$ cat src/rtl/uart_tx_fifo_ctrl.sv
// -----------------------------------------------------------------------------
// uart_tx_fifo_ctrl
//
// Transmit FIFO between the APB register block and the UART TX state machine.
// Storage is a flop array with first-word-fall-through read: the head entry
// is always presented on rd_data, and the TX FSM takes it by asserting
// rd_ready in the same cycle it samples rd_data. One push and one pop can
// complete per clock at any fill level, including when full.
//
// Ports
//   clk_i        system clock, rising edge
//   rst_ni       asynchronous reset, active low
//   tx_en        TX enable; low blocks pops, pushes are still accepted
//   flush        synchronous clear, overrides push/pop/overflow update
//   wr_en        push request
//   wr_data      push data
//   rd_ready     TX FSM consumes the head entry this cycle
//   clr_ovf      clear sticky overflow (a same-cycle set wins)
//   rd_valid     head present and tx_en high
//   rd_data      head entry, 0 when empty
//   full         count == DEPTH
//   empty        count == 0
//   almost_full  count >= AF_LEVEL
//   count        number of stored entries
//   overflow     sticky: a push was dropped because the FIFO was full
// -----------------------------------------------------------------------------
module uart_tx_fifo_ctrl #(
   parameter  int DATA_W   = 8,
   parameter  int DEPTH    = 32,
   parameter  int AF_LEVEL = DEPTH - 4,
   localparam int CNT_W    = $clog2(DEPTH) + 1,
   localparam int PTR_W    = $clog2(DEPTH)
) (
   input  logic              clk_i,
   input  logic              rst_ni,
   input  logic              tx_en,
   input  logic              flush,
   input  logic              wr_en,
   input  logic [DATA_W-1:0] wr_data,
   input  logic              rd_ready,
   input  logic              clr_ovf,
   output logic              rd_valid,
   output logic [DATA_W-1:0] rd_data,
   output logic              full,
   output logic              empty,
   output logic              almost_full,
   output logic [CNT_W-1:0]  count,
   output logic              overflow
);

   logic [DATA_W-1:0] mem_q [DEPTH];
   logic [PTR_W-1:0]  wr_ptr_q, wr_ptr_d;
   logic [PTR_W-1:0]  rd_ptr_q, rd_ptr_d;
   logic [CNT_W-1:0]  count_q,  count_d;
   logic              ovf_q,    ovf_d;

   logic pop_ok;
   logic push_ok;
   logic push_drop;

   // Status flags come straight from the registered count.
   assign empty       = (count_q == '0);
   assign full        = (count_q == CNT_W'(DEPTH));
   assign almost_full = (count_q >= CNT_W'(AF_LEVEL));
   assign count       = count_q;
   assign overflow    = ovf_q;

   assign rd_valid = !empty && tx_en;
   // Stale memory contents are masked so the TX side never sees old data.
   assign rd_data  = empty ? '0 : mem_q[rd_ptr_q];

   assign pop_ok    = rd_valid && rd_ready;
   // When full, a concurrent pop frees the slot the push is about to fill.
   assign push_ok   = wr_en && (!full || pop_ok);
   assign push_drop = wr_en && !push_ok;

   always_comb begin
      wr_ptr_d = wr_ptr_q;
      rd_ptr_d = rd_ptr_q;
      count_d  = count_q;
      ovf_d    = ovf_q;

      if (flush) begin
         wr_ptr_d = '0;
         rd_ptr_d = '0;
         count_d  = '0;
         ovf_d    = 1'b0;
      end else begin
         if (push_ok) begin
            wr_ptr_d = wr_ptr_q + PTR_W'(1);
         end
         if (pop_ok) begin
            rd_ptr_d = rd_ptr_q + PTR_W'(1);
         end
         unique case ({push_ok, pop_ok})
            2'b10:   count_d = count_q + CNT_W'(1);
            2'b01:   count_d = count_q - CNT_W'(1);
            default: count_d = count_q;
         endcase
         // Set has priority over clear.
         if (push_drop) begin
            ovf_d = 1'b1;
         end else if (clr_ovf) begin
            ovf_d = 1'b0;
         end
      end
   end

   always_ff @(posedge clk_i or negedge rst_ni) begin
      if (!rst_ni) begin
         wr_ptr_q <= '0;
         rd_ptr_q <= '0;
         count_q  <= '0;
         ovf_q    <= 1'b0;
      end else begin
         wr_ptr_q <= wr_ptr_d;
         rd_ptr_q <= rd_ptr_d;
         count_q  <= count_d;
         ovf_q    <= ovf_d;
      end
   end

   // Storage: flush blocks the write so a same-cycle push is discarded.
   always_ff @(posedge clk_i or negedge rst_ni) begin
      if (!rst_ni) begin
         for (int i = 0; i < DEPTH; i++) begin
            mem_q[i] <= '0;
         end
      end else if (push_ok && !flush) begin
         mem_q[wr_ptr_q] <= wr_data;
      end
   end

endmodule

$ cat config.mk
export PLATFORM = sky130hd
export DESIGN_NAME = uart_tx_fifo_ctrl
export DESIGN_NICKNAME = d
export VERILOG_FILES = /design/src/rtl/uart_tx_fifo_ctrl.sv
export SDC_FILE = /design/constraint.sdc
export NUM_CORES = 1
export LEC_CHECK = 0
export CAP_MARGIN = 20
export CORE_ASPECT_RATIO = 1.2
export CORE_UTILIZATION = 55
export DETAILED_ROUTE_END_ITERATION = 12
export GPL_ROUTABILITY_DRIVEN = 0
export GPL_TIMING_DRIVEN = 0
export PLACE_DENSITY_LB_ADDON = 0.3
export SYNTH_ARGS = -nofsm -noshare
export SYNTH_HDL_FRONTEND = slang
export SYNTH_SLANG_ARGS = --single-unit
export TNS_END_PERCENT = 10
$ cat constraint.sdc
create_clock -name clk_i -period 4.41 [get_ports clk_i]
set_input_delay 0.882 -clock clk_i [delete_from_list [all_inputs] [get_ports clk_i]]
set_output_delay 0.882 -clock clk_i [all_outputs]
set_load 0.01 [all_outputs]
==> results by group, run 1 <==
Outcome
  – Status: finished clean

Worst setup path
  – Critical Path End Type: output pin
  – Buf+Inv Stages, Crit Path: 3
  – Setup Crit Path Kind: flop to output pin
  – CP max FO: 10
  – Reg2Reg Setup Slack: 1270 ps
  – RR Startpoint: count[0]
  – Startpoint Class: flop
  – Worst r2r path cells: 10
  – Crit path cell chain: buf_2 -> clkbuf_1 -> mux4_2 -> a22oi_1 -> a21o_1 -> a21oi_1 -> clkdlybuf4s50_1
  – CP top delay family: buffers and inverters
  – Critical path arrival: around 3500 ps
  – Worst reg2reg endpoint: count[5]
  – Req. time, crit path: ~3500 ps
  – Critical Path Max Stage Delay: 750 ps
  – CP max-delay cell: clkbuf_1

Clock tree
  – Clock Path Buffers: 3
  – Clock Sinks: ~270
  – Clock Latency Late Sink: approximately 570 ps
  – CTS root buffer: clkbuf_16
  – H-tree Lvls: 1
  – Clock transition at path regs: about 60 ps
  – Cts bufs inserted: 29
  – Setup bufs post-CTS: 0
  – TritonCTS clock tree: yes

STA
  – Pins over their slew limit: 0
  – Relative slew slack: a little over a third
  – Endpoints failing setup: 0
  – Worst hold margin: about 240 ps
  – Min Tclk post-route: roughly 4400 ps
  – Max Clk Rate: approximately 0.23 GHz
  – Clock skew: roughly 29 ps
  – Period utilisation layout: between 90% and 100%
  – Final setup TNS: 0 ps
  – RSZ-0062 raised after global routing: false
  – Hold Violations, Final: 0
  – Least-Margin Pin Slew: 965 ps

Floorplanning
  – Top Ports: 34
  – Core Footprint: ~0.023 mm²
  – Initial Utilization: 56.2%
  – Die area: roughly 0.024 mm²
  – FP Rows: slightly above 60
  – Die width: ~140 µm
  – Die Y: 171 µm

Yosys
  – Post-synth top cells: dfrtp_1 (273), mux2_2 (250), mux4_2 (48), clkbuf_1 (40), mux2i_1 (35)
  – Post-synth EDFFs: 0
  – Synth Cell Area: about 0.013 mm²
  – Area leader, netlist: dfrtp_1
  – Primary FF master, synth: dfrtp_1
  – Synth Instances: between 800 and 900
  – Largest cells by area after synthesis: dfrtp_1 (52%), mux2_2 (22%), mux4_2 (8.3%)
  – Most frequent cell after synthesis: dfrtp_1
  – Mean post-synth cell area: about 15 µm²
  – Number of synthesized register bits: ~270
  – Ys async rst share: 100%
  – Yosys top cell area share: between 50 and 60%
  – Post-synthesis sequential area ratio: between 50% and 60%
  – Net count after synthesis: approximately 900
  – Synth Warn #: 0
  – Synth cell types: 56

Detailed routing
  – M1 wire length: 13400 µm
  – Antenna violation net count after detailed routing: 0
  – DR vias: just under 8000
  – Detailed Route WL: between 30000 and 40000 µm
  – Max layer used: met4
  – WL met2: between 15000 and 20000 µm
  – Drt drc: 0
  – Avg Vias per Cell: slightly above 6
  – DRC violation total after the first TritonRoute iteration: about 500
  – Wire per inst: 24.7 µm
  – Pre-antenna DRT Iters: 4
  – Wire length on met3: around 1700 µm

Job
  – Max-cap violations: 0

Power
  – LEAKAGE: ~7.4 nW
  – Pwr dens: between 400 and 500 mW/mm²
  – Overall power: between 6 and 7 mW
  – Worst vdd ir: between 0.3 and 0.4 mV

Final layout
  – Synthesis-to-finish area growth: 13.3%
  – Share of cells above drive strength 1: between 40 and 50%
  – Area of the multi-input gates: a little under 0.006 mm²
  – Final nets: 971
  – Final instance area: around 0.015 mm²
  – Filler cells: 1748
  – # diodes: 0
  – FF/Latch Area: 0.00683 mm²
  – Non-Filler Instances: around 1300

Global route
  – Gr ovfl total: 0
  – First-pass GRT wire length: roughly 50000 µm
  – GR Util All Layers: 27.5%
  – Initial antenna violation count: 0
  – Largest net degree at the start of global routing: roughly 130
  – Vias in the first global route: about 8300

Placement
  – Dpl cell area: around 0.014 mm²
  – IO buf count: 32
  – Detail Placement HPWL: about 22000 µm
  – Placed insts: 1230

Worst hold path
  – Class of the worst hold path: primary input to async pin
## where the power goes
group | internal (mW) | total (mW) | switching [mW]
clock network | 1.42 | 2.42 | 1.01
registers | 2.63 | 2.72 | 0.0872
logic | 0.439 | 0.954 | 0.516
## metrics by stage
step / setup slack (ps) / util [%]
final: 0.715 / 63.6
after detailed placement: 648 / 59.5
after floorplan: 1720 / -
after CTS: 53.2 / 63.6
after global placement: -9170 / 59.2
after global routing: 13.8 / 63.6
## repair_timing
item,CTS,global route
setup endpoints to repair,0,5
endpoints found under the hold margin,0,0
hold buffers,0,0
resized for setup,0,4
## logic make-up (layout without fill, tap and decap cells)
| kind of cell | count (synthesis) | after routing | share of synthesized area, % |
|---|---|---|---|
| adders and majority gates | 10 | 10 | 1.01 |
| AOI/OAI and AO/OA | 84 | 84 | 4.49 |
| muxes | 340 | 340 | 33.1 |
| DFF | 273 | 273 | 52.2 |
| buffers and inverters | 67 | 153 | 2.70 |
| xor gates and xnor gates | 10 | 10 | 0.670 |
| and+or+nand+nor | 97 | 97 | 5.80 |
## flip-flops by register name, summed over array words and instances, names as in the netlist
signal	count
rd_ptr_q	5
overflow	1
wr_ptr_q	5
count	6
mem_q	256
## worst max path at each step
stage                start          to  slack, ps  cells past startpoint
2_1_floorplan     rd_ready    count[5]       1720                      8
3_3_place_gp        rst_ni    count[1]      -9170                      1
3_5_place_dp   rd_ptr_q[3]  rd_data[5]        650                      8
4_1_cts        rd_ptr_q[3]  rd_data[3]         50                      7
5_1_grt        rd_ptr_q[1]  rd_data[3]         10                      7
6_report       rd_ptr_q[1]  rd_data[3]        0.7                      7
## area by class of cell
type / instances / share of cell area [%]
Buffer: 63 / 2.29
Clock buffer: 42 / 5.57
Clock inverter: 10 / 0.820
Inverter: 4 / 0.101
Multi-Input combinational cell: 541 / 39.9
Sequential cell: 273 / 46.1
Tap cell: 315 / 2.66
Timing Repair Buffer: 34 / 2.57
## placed cells by master (no fill, tap or decap), types with 9 or more instances in the layout
cell / n
buf_2: 9
clkbuf_16: 29
clkdlybuf4s50_1: 31
a22oi_1: 14
nor2_1: 17
a21oi_1: 19
dfrtp_1: 273
nand2_4: 32
ha_1: 9
a21o_1: 12
clkbuf_1: 47
mux2_2: 250
buf_6: 9
mux4_2: 48
mux2i_1: 35
## per-layer routing
| metal | up-vias | global-route usage (%) |
|---|---|---|
| met5 | - | 0 |
| met4 | 0 | 11.4 |
| met3 | 74 | 3.53 |
| met2 | 249 | 45.5 |
| met1 | 4184 | 36.9 |
| li1 | 3433 | - |
(Power assumes the default switching activity.)
==> run 2, diff against run 1 <==
- CORE_ASPECT_RATIO: 1.2 -> default
- CORE_UTILIZATION: 55 -> 25
- TNS_END_PERCENT: 10 -> 30
==> results by group, run 2 (synthesis results as in run 1) <==
Outcome
  – Status: finished clean

Placement
  – Placed insts: ~1600
  – Dpl cell area: between 0.01 and 0.015 mm²
  – IO buf count: 32
  – Detail Placement HPWL: ~25000 µm

STA
  – Endpoints failing setup: 0
  – Period utilisation layout: between 90% and 100%
  – Least-Margin Pin Slew: 845 ps
  – Max Clk Rate: 0.227 GHz
  – Relative slew slack: between 40 and 50%
  – RSZ-0062 raised after global routing: false
  – Min Tclk post-route: between 4000 and 5000 ps
  – Pins over their slew limit: 0
  – Hold Violations, Final: 0
  – Clock skew: around 7 ps
  – Worst hold margin: 260 ps
  – Final setup TNS: 0 ps

Worst setup path
  – Setup Crit Path Kind: flop to output pin
  – RR Startpoint: count[0]
  – Critical path arrival: 3530 ps
  – CP max FO: 10
  – Worst r2r path cells: 10
  – Req. time, crit path: ~3500 ps
  – Startpoint Class: flop
  – Worst reg2reg endpoint: count[5]
  – Critical Path End Type: output pin
  – Reg2Reg Setup Slack: 1130 ps

Floorplanning
  – Core Footprint: approximately 0.05 mm²
  – Die Y: about 230 µm
  – Die width: roughly 230 µm
  – Initial Utilization: approximately a quarter
  – Die area: roughly 0.053 mm²
  – FP Rows: between 80 and 90
  – Top Ports: 34

Job
  – Max-cap violations: 0

Final layout
  – Final nets: just under 1000
  – Final instance area: 0.0154 mm²
  – Share of cells above drive strength 1: around 44%
  – # diodes: 0
  – Max reg flops: roughly 260
  – Area of the multi-input gates: roughly 0.0059 mm²
  – Register name with the most flops: mem_q
  – Commonest non-fill, non-tap cell in the layout: dfrtp_1
  – Non-Filler Instances: 1654
  – Most frequent cells in the layout: dfrtp_1 (273), mux2_2 (250), mux4_2 (48), clkbuf_1 (42), mux2i_1 (35)
  – Synthesis-to-finish area growth: 17.5%
  – FF/Latch Area: 0.00683 mm²
  – Filler cells: roughly 5200

Detailed routing
  – DRC violation total after the first TritonRoute iteration: between 400 and 500
  – Pre-antenna DRT Iters: 5
  – Antenna violation net count after detailed routing: 0
  – Drt drc: 0
  – Wire per inst: approximately 22 µm
  – Avg Vias per Cell: approximately 4.8
  – DR vias: around 7900
  – Detailed Route WL: 35600 µm

Power
  – Worst vdd ir: approximately 0.29 mV
  – Overall power: about 6.2 mW
  – LEAKAGE: 7.45 nW
  – Pwr dens: about 410 mW/mm²

Global route
  – Initial antenna violation count: 0
  – Largest net degree at the start of global routing: ~110
  – Vias in the first global route: about 8000
  – First-pass GRT wire length: approximately 54000 µm
  – Gr ovfl total: 0
  – GR Util All Layers: between 10% and 20%

Clock tree
  – Clock Path Buffers: 3
  – Clock Sinks: 273
  – Clock Latency Late Sink: 560 ps
  – TritonCTS clock tree: yes
  – Clock transition at path regs: 60 ps
  – H-tree Lvls: 1
  – Cts bufs inserted: 31
  – CTS root buffer: clkbuf_16

Worst hold path
  – Class of the worst hold path: primary input to async pin
-- run 2: cell count changes in the layout (fill, tap and decap cells not counted), sizes merged --
cell / before / now
inv: 6 / 5
bufinv: 2 / 1
buf: 26 / 29
clkbuf: 82 / 87
clkinv: 6 / 7
-- run 2: area by class of cell --
class                   count  share of cell area, %
clock inverters             9                  0.481
multi-input cells         541                   38.5
repair buffers             37                   2.62
flip-flops and latches    273                   44.5
plain buffers              63                   2.24
well taps                 680                   5.54
inverters                   4                 0.0978
clock buffers              47                   6.03
-- run 2: what timing repair did --
item / 4_1_cts / 5_1_grt
gates cloned: 0 / 0
setup buffers: 0 / 3
hold buffers: 0 / 0
setup endpoints to repair: 8 / 7
gates resized for setup: 5 / 6
pin swaps: 0 / 1
endpoints found under the hold margin: 0 / 0
-- run 2: worst max-delay path by stage --
stage | from | endpoint | slack (ps) | cells after the start
6_report | rd_ptr_q[3] | rd_data[4] | 2 | 8
5_1_grt | rd_ptr_q[3] | rd_data[4] | 3 | 8
4_1_cts | rd_ptr_q[3] | rd_data[5] | 2 | 7
3_5_place_dp | rd_ptr_q[1] | rd_data[0] | 440 | 7
3_3_place_gp | rst_ni | mem_q[227] | -9690 | 1
2_1_floorplan | rd_ready | count[5] | 1720 | 8
-- run 2: metal layers --
layer  routed length (µm)  vias up  share of wire (%)  track usage, %
li1                     -     3414                  -               -
met1                17000     4252                 48            19.5
met2                15800      183                 44            20.3
met3                 2020       46                5.7            3.36
met4                  666        2                1.9            3.04
met5                   88        -               0.25            1.19
-- run 2: power breakdown --
group          internal (mW)  switching, mW
combinational          0.442          0.570
sequential              2.63         0.0799
clock                   1.49           1.03
total                   4.57           1.68
-- run 2: critical path: stages (launching register included) --
cell,delay [ps]
dfrtp_1,360
clkbuf_1,210
nor2b_1,190
clkbuf_1,350
clkbuf_2,370
a21oi_1,210
a21o_1,230
a21oi_1,360
clkdlybuf4s50_1,670
-- run 2: through the flow --
stage,setup WS [ps],util [%]
2_1_floorplan,1720,-
3_3_place_gp,-9690,27.7
3_5_place_dp,439,27.8
4_1_cts,1.53,29.7
5_1_grt,2.87,29.8
6_report,2.02,29.8
==> run 3, diff against run 2 <==
- CORE_MARGIN: default -> 5
- clock period: 4.41 -> 3.65 ns (I/O delays scaled with it)
==> results by group, run 3 (synthesis results as in run 1) <==
Floorplanning
  – Initial Utilization: around 25%
  – Die area: about 0.057 mm²
  – Core Footprint: around 0.052 mm²
  – Die Y: 239 µm
  – Top Ports: 34
  – FP Rows: 83
  – Die width: ~240 µm

STA
  – Max Clk Rate: approximately 0.27 GHz
  – Setup ws final: -116 ps
  – Min Tclk post-route: between 3000 and 4000 ps
  – Least-Margin Pin Slew: between 700 and 800 ps
  – Pins over their slew limit: 0
  – Clock skew: 16.0 ps
  – RSZ-0062 raised after global routing: true
  – Relative slew slack: between 50% and 60%
  – Period utilisation layout: 103%
  – Hold Violations, Final: 0
  – Endpoints failing setup: 1

Detailed routing
  – DR vias: a little under 8000
  – Detailed Route WL: about 36000 µm
  – Pre-antenna DRT Iters: 5
  – Avg Vias per Cell: between 4 and 5
  – Antenna violation net count after detailed routing: 0
  – Drt drc: 0
  – Wire per inst: 21.9 µm
  – DRC violation total after the first TritonRoute iteration: between 400 and 500

Worst setup path
  – CP max FO: 10
  – Critical Path End Type: output pin
  – Critical Path Max Stage Delay: 580 ps
  – Cell mode on critical path: a21oi_2
  – Req. time, crit path: roughly 2900 ps
  – Startpoint Class: flop
  – Setup Crit Path Kind: flop to output pin
  – Crit path cell chain: buf_2 -> nor2b_1 -> clkbuf_2 -> clkbuf_4 -> a21oi_2 -> a21o_1 -> a21oi_2 -> clkdlybuf4s50_1
  – Buf+Inv Stages, Crit Path: 4
  – CP top delay family: buffers and inverters
  – Critical path arrival: ~3000 ps
  – CP max-delay cell: clkdlybuf4s50_1

Job
  – Max-cap violations: 0

Power
  – Worst vdd ir: between 0.3 and 0.4 mV
  – LEAKAGE: around 7.6 nW
  – Pwr dens: 493 mW/mm²
  – Overall power: 7.70 mW

Final layout
  – Non-Filler Instances: 1650
  – Final nets: 972
  – Final Util: 30.2%
  – # diodes: 0
  – Max reg flops: approximately 260
  – Commonest non-fill, non-tap cell in the layout: dfrtp_1
  – Synthesis-to-finish area growth: 19.3%
  – Most frequent cells in the layout: dfrtp_1 (272), mux2_2 (250), mux4_2 (48), clkbuf_1 (36)
  – Register name with the most flops: mem_q
  – Share of cells above drive strength 1: between 40 and 50%

Placement
  – IO buf count: 32
  – Detail Placement HPWL: roughly 24000 µm
  – Placed insts: approximately 1600

Clock tree
  – # hold bufs at CTS: 0
  – H-tree Lvls: 1
  – Clock Latency Late Sink: roughly 580 ps
  – CTS root buffer: clkbuf_16
  – Cts bufs inserted: 30
  – Clock Sinks: approximately 270
  – Clock transition at path regs: roughly 60 ps
  – Clock Path Buffers: 3
  – TritonCTS clock tree: yes

Global route
  – First-pass GRT wire length: about 54000 µm
  – Largest net degree at the start of global routing: between 100 and 150
  – GR Util All Layers: between 10% and 20%
  – Vias in the first global route: ~8400
  – Initial antenna violation count: 1
  – Gr ovfl total: 0

Worst hold path
  – Class of the worst hold path: primary input to async pin

Outcome
  – Failing checks: negative setup slack
  – Status: finished with violations
## run 3: cell types whose count changed in the layout (fill, tap and decap cells not counted), sizes merged
cell / before / now
clkbuf: 87 / 83
clkdlybuf4s50: 31 / 24
bufinv: 1 / 3
inv: 5 / 4
clkinvlp: 0 / 2
dlymetal6s2s: 0 / 4
buf: 29 / 26
dlygate4sd2: 0 / 3
## run 3: routing by layer
metal | wire length, µm | part of all wire [%] | vias to the layer above | GRT usage [%]
met5 | 48 | 0.13 | - | 0.589
met4 | 701 | 1.9 | 2 | 2.71
met3 | 2190 | 6.0 | 46 | 2.86
met2 | 16200 | 45 | 180 | 19.4
met1 | 17100 | 47 | 4160 | 18.0
li1 | - | - | 3429 | -
## run 3: path summary, 6_finish.rpt
path	startpoint	endpoint	slack (ps)	depth (start not counted)
worst min-delay path	rst_ni	mem_q[246]	60	1
max in group asynchronous	rst_ni	mem_q[42]	2210	3
worst max register to register	count[0]	count[5]	360	10
min in group clk_i	mem_q[253]	mem_q[253]	500	1
worst max-delay path	rd_ptr_q[2]	rd_data[5]	-120	8
worst min register to register	mem_q[253]	mem_q[253]	500	1
## run 3: where the power goes
group	leakage [nW]	switching, mW	internal, mW
registers	3.76	0.0935	3.18
clock network	0.500	1.27	1.87
logic	3.30	0.721	0.566
## run 3: layout make-up
| type | count | area (µm²) |
|---|---|---|
| fill | 5178 | 36000 |
| multi-input combinational | 541 | 6020 |
| tap | 680 | 851 |
| clock buffer | 43 | 870 |
| buffer | 62 | 463 |
| timing repair buffer | 35 | 394 |
| inverter | 4 | 15.0 |
| clock inverter | 12 | 155 |
| sequential | 273 | 6830 |
## run 3: repair_timing
action | 4_1_cts | 5_1_grt
setup buffers | 1 | 0
pin swaps | 1 | 1
setup endpoints to repair | 8 | 6
gates resized for setup | 57 | 22
## run 3: through the flow
stage / worst slack, ps / hold slack (ps) / setup TNS [ps] / cell area, µm²
floorplan: 1020 / 434 / 0 / 13100
global placement: -10310 / 472 / -2805270 / 14200
detailed placement: -122 / 480 / -494 / 14300
global route: -202 / 61.9 / -202 / 15600
CTS: -154 / 43.9 / -558 / 15500
finish: -116 / 57.1 / -116 / 15600
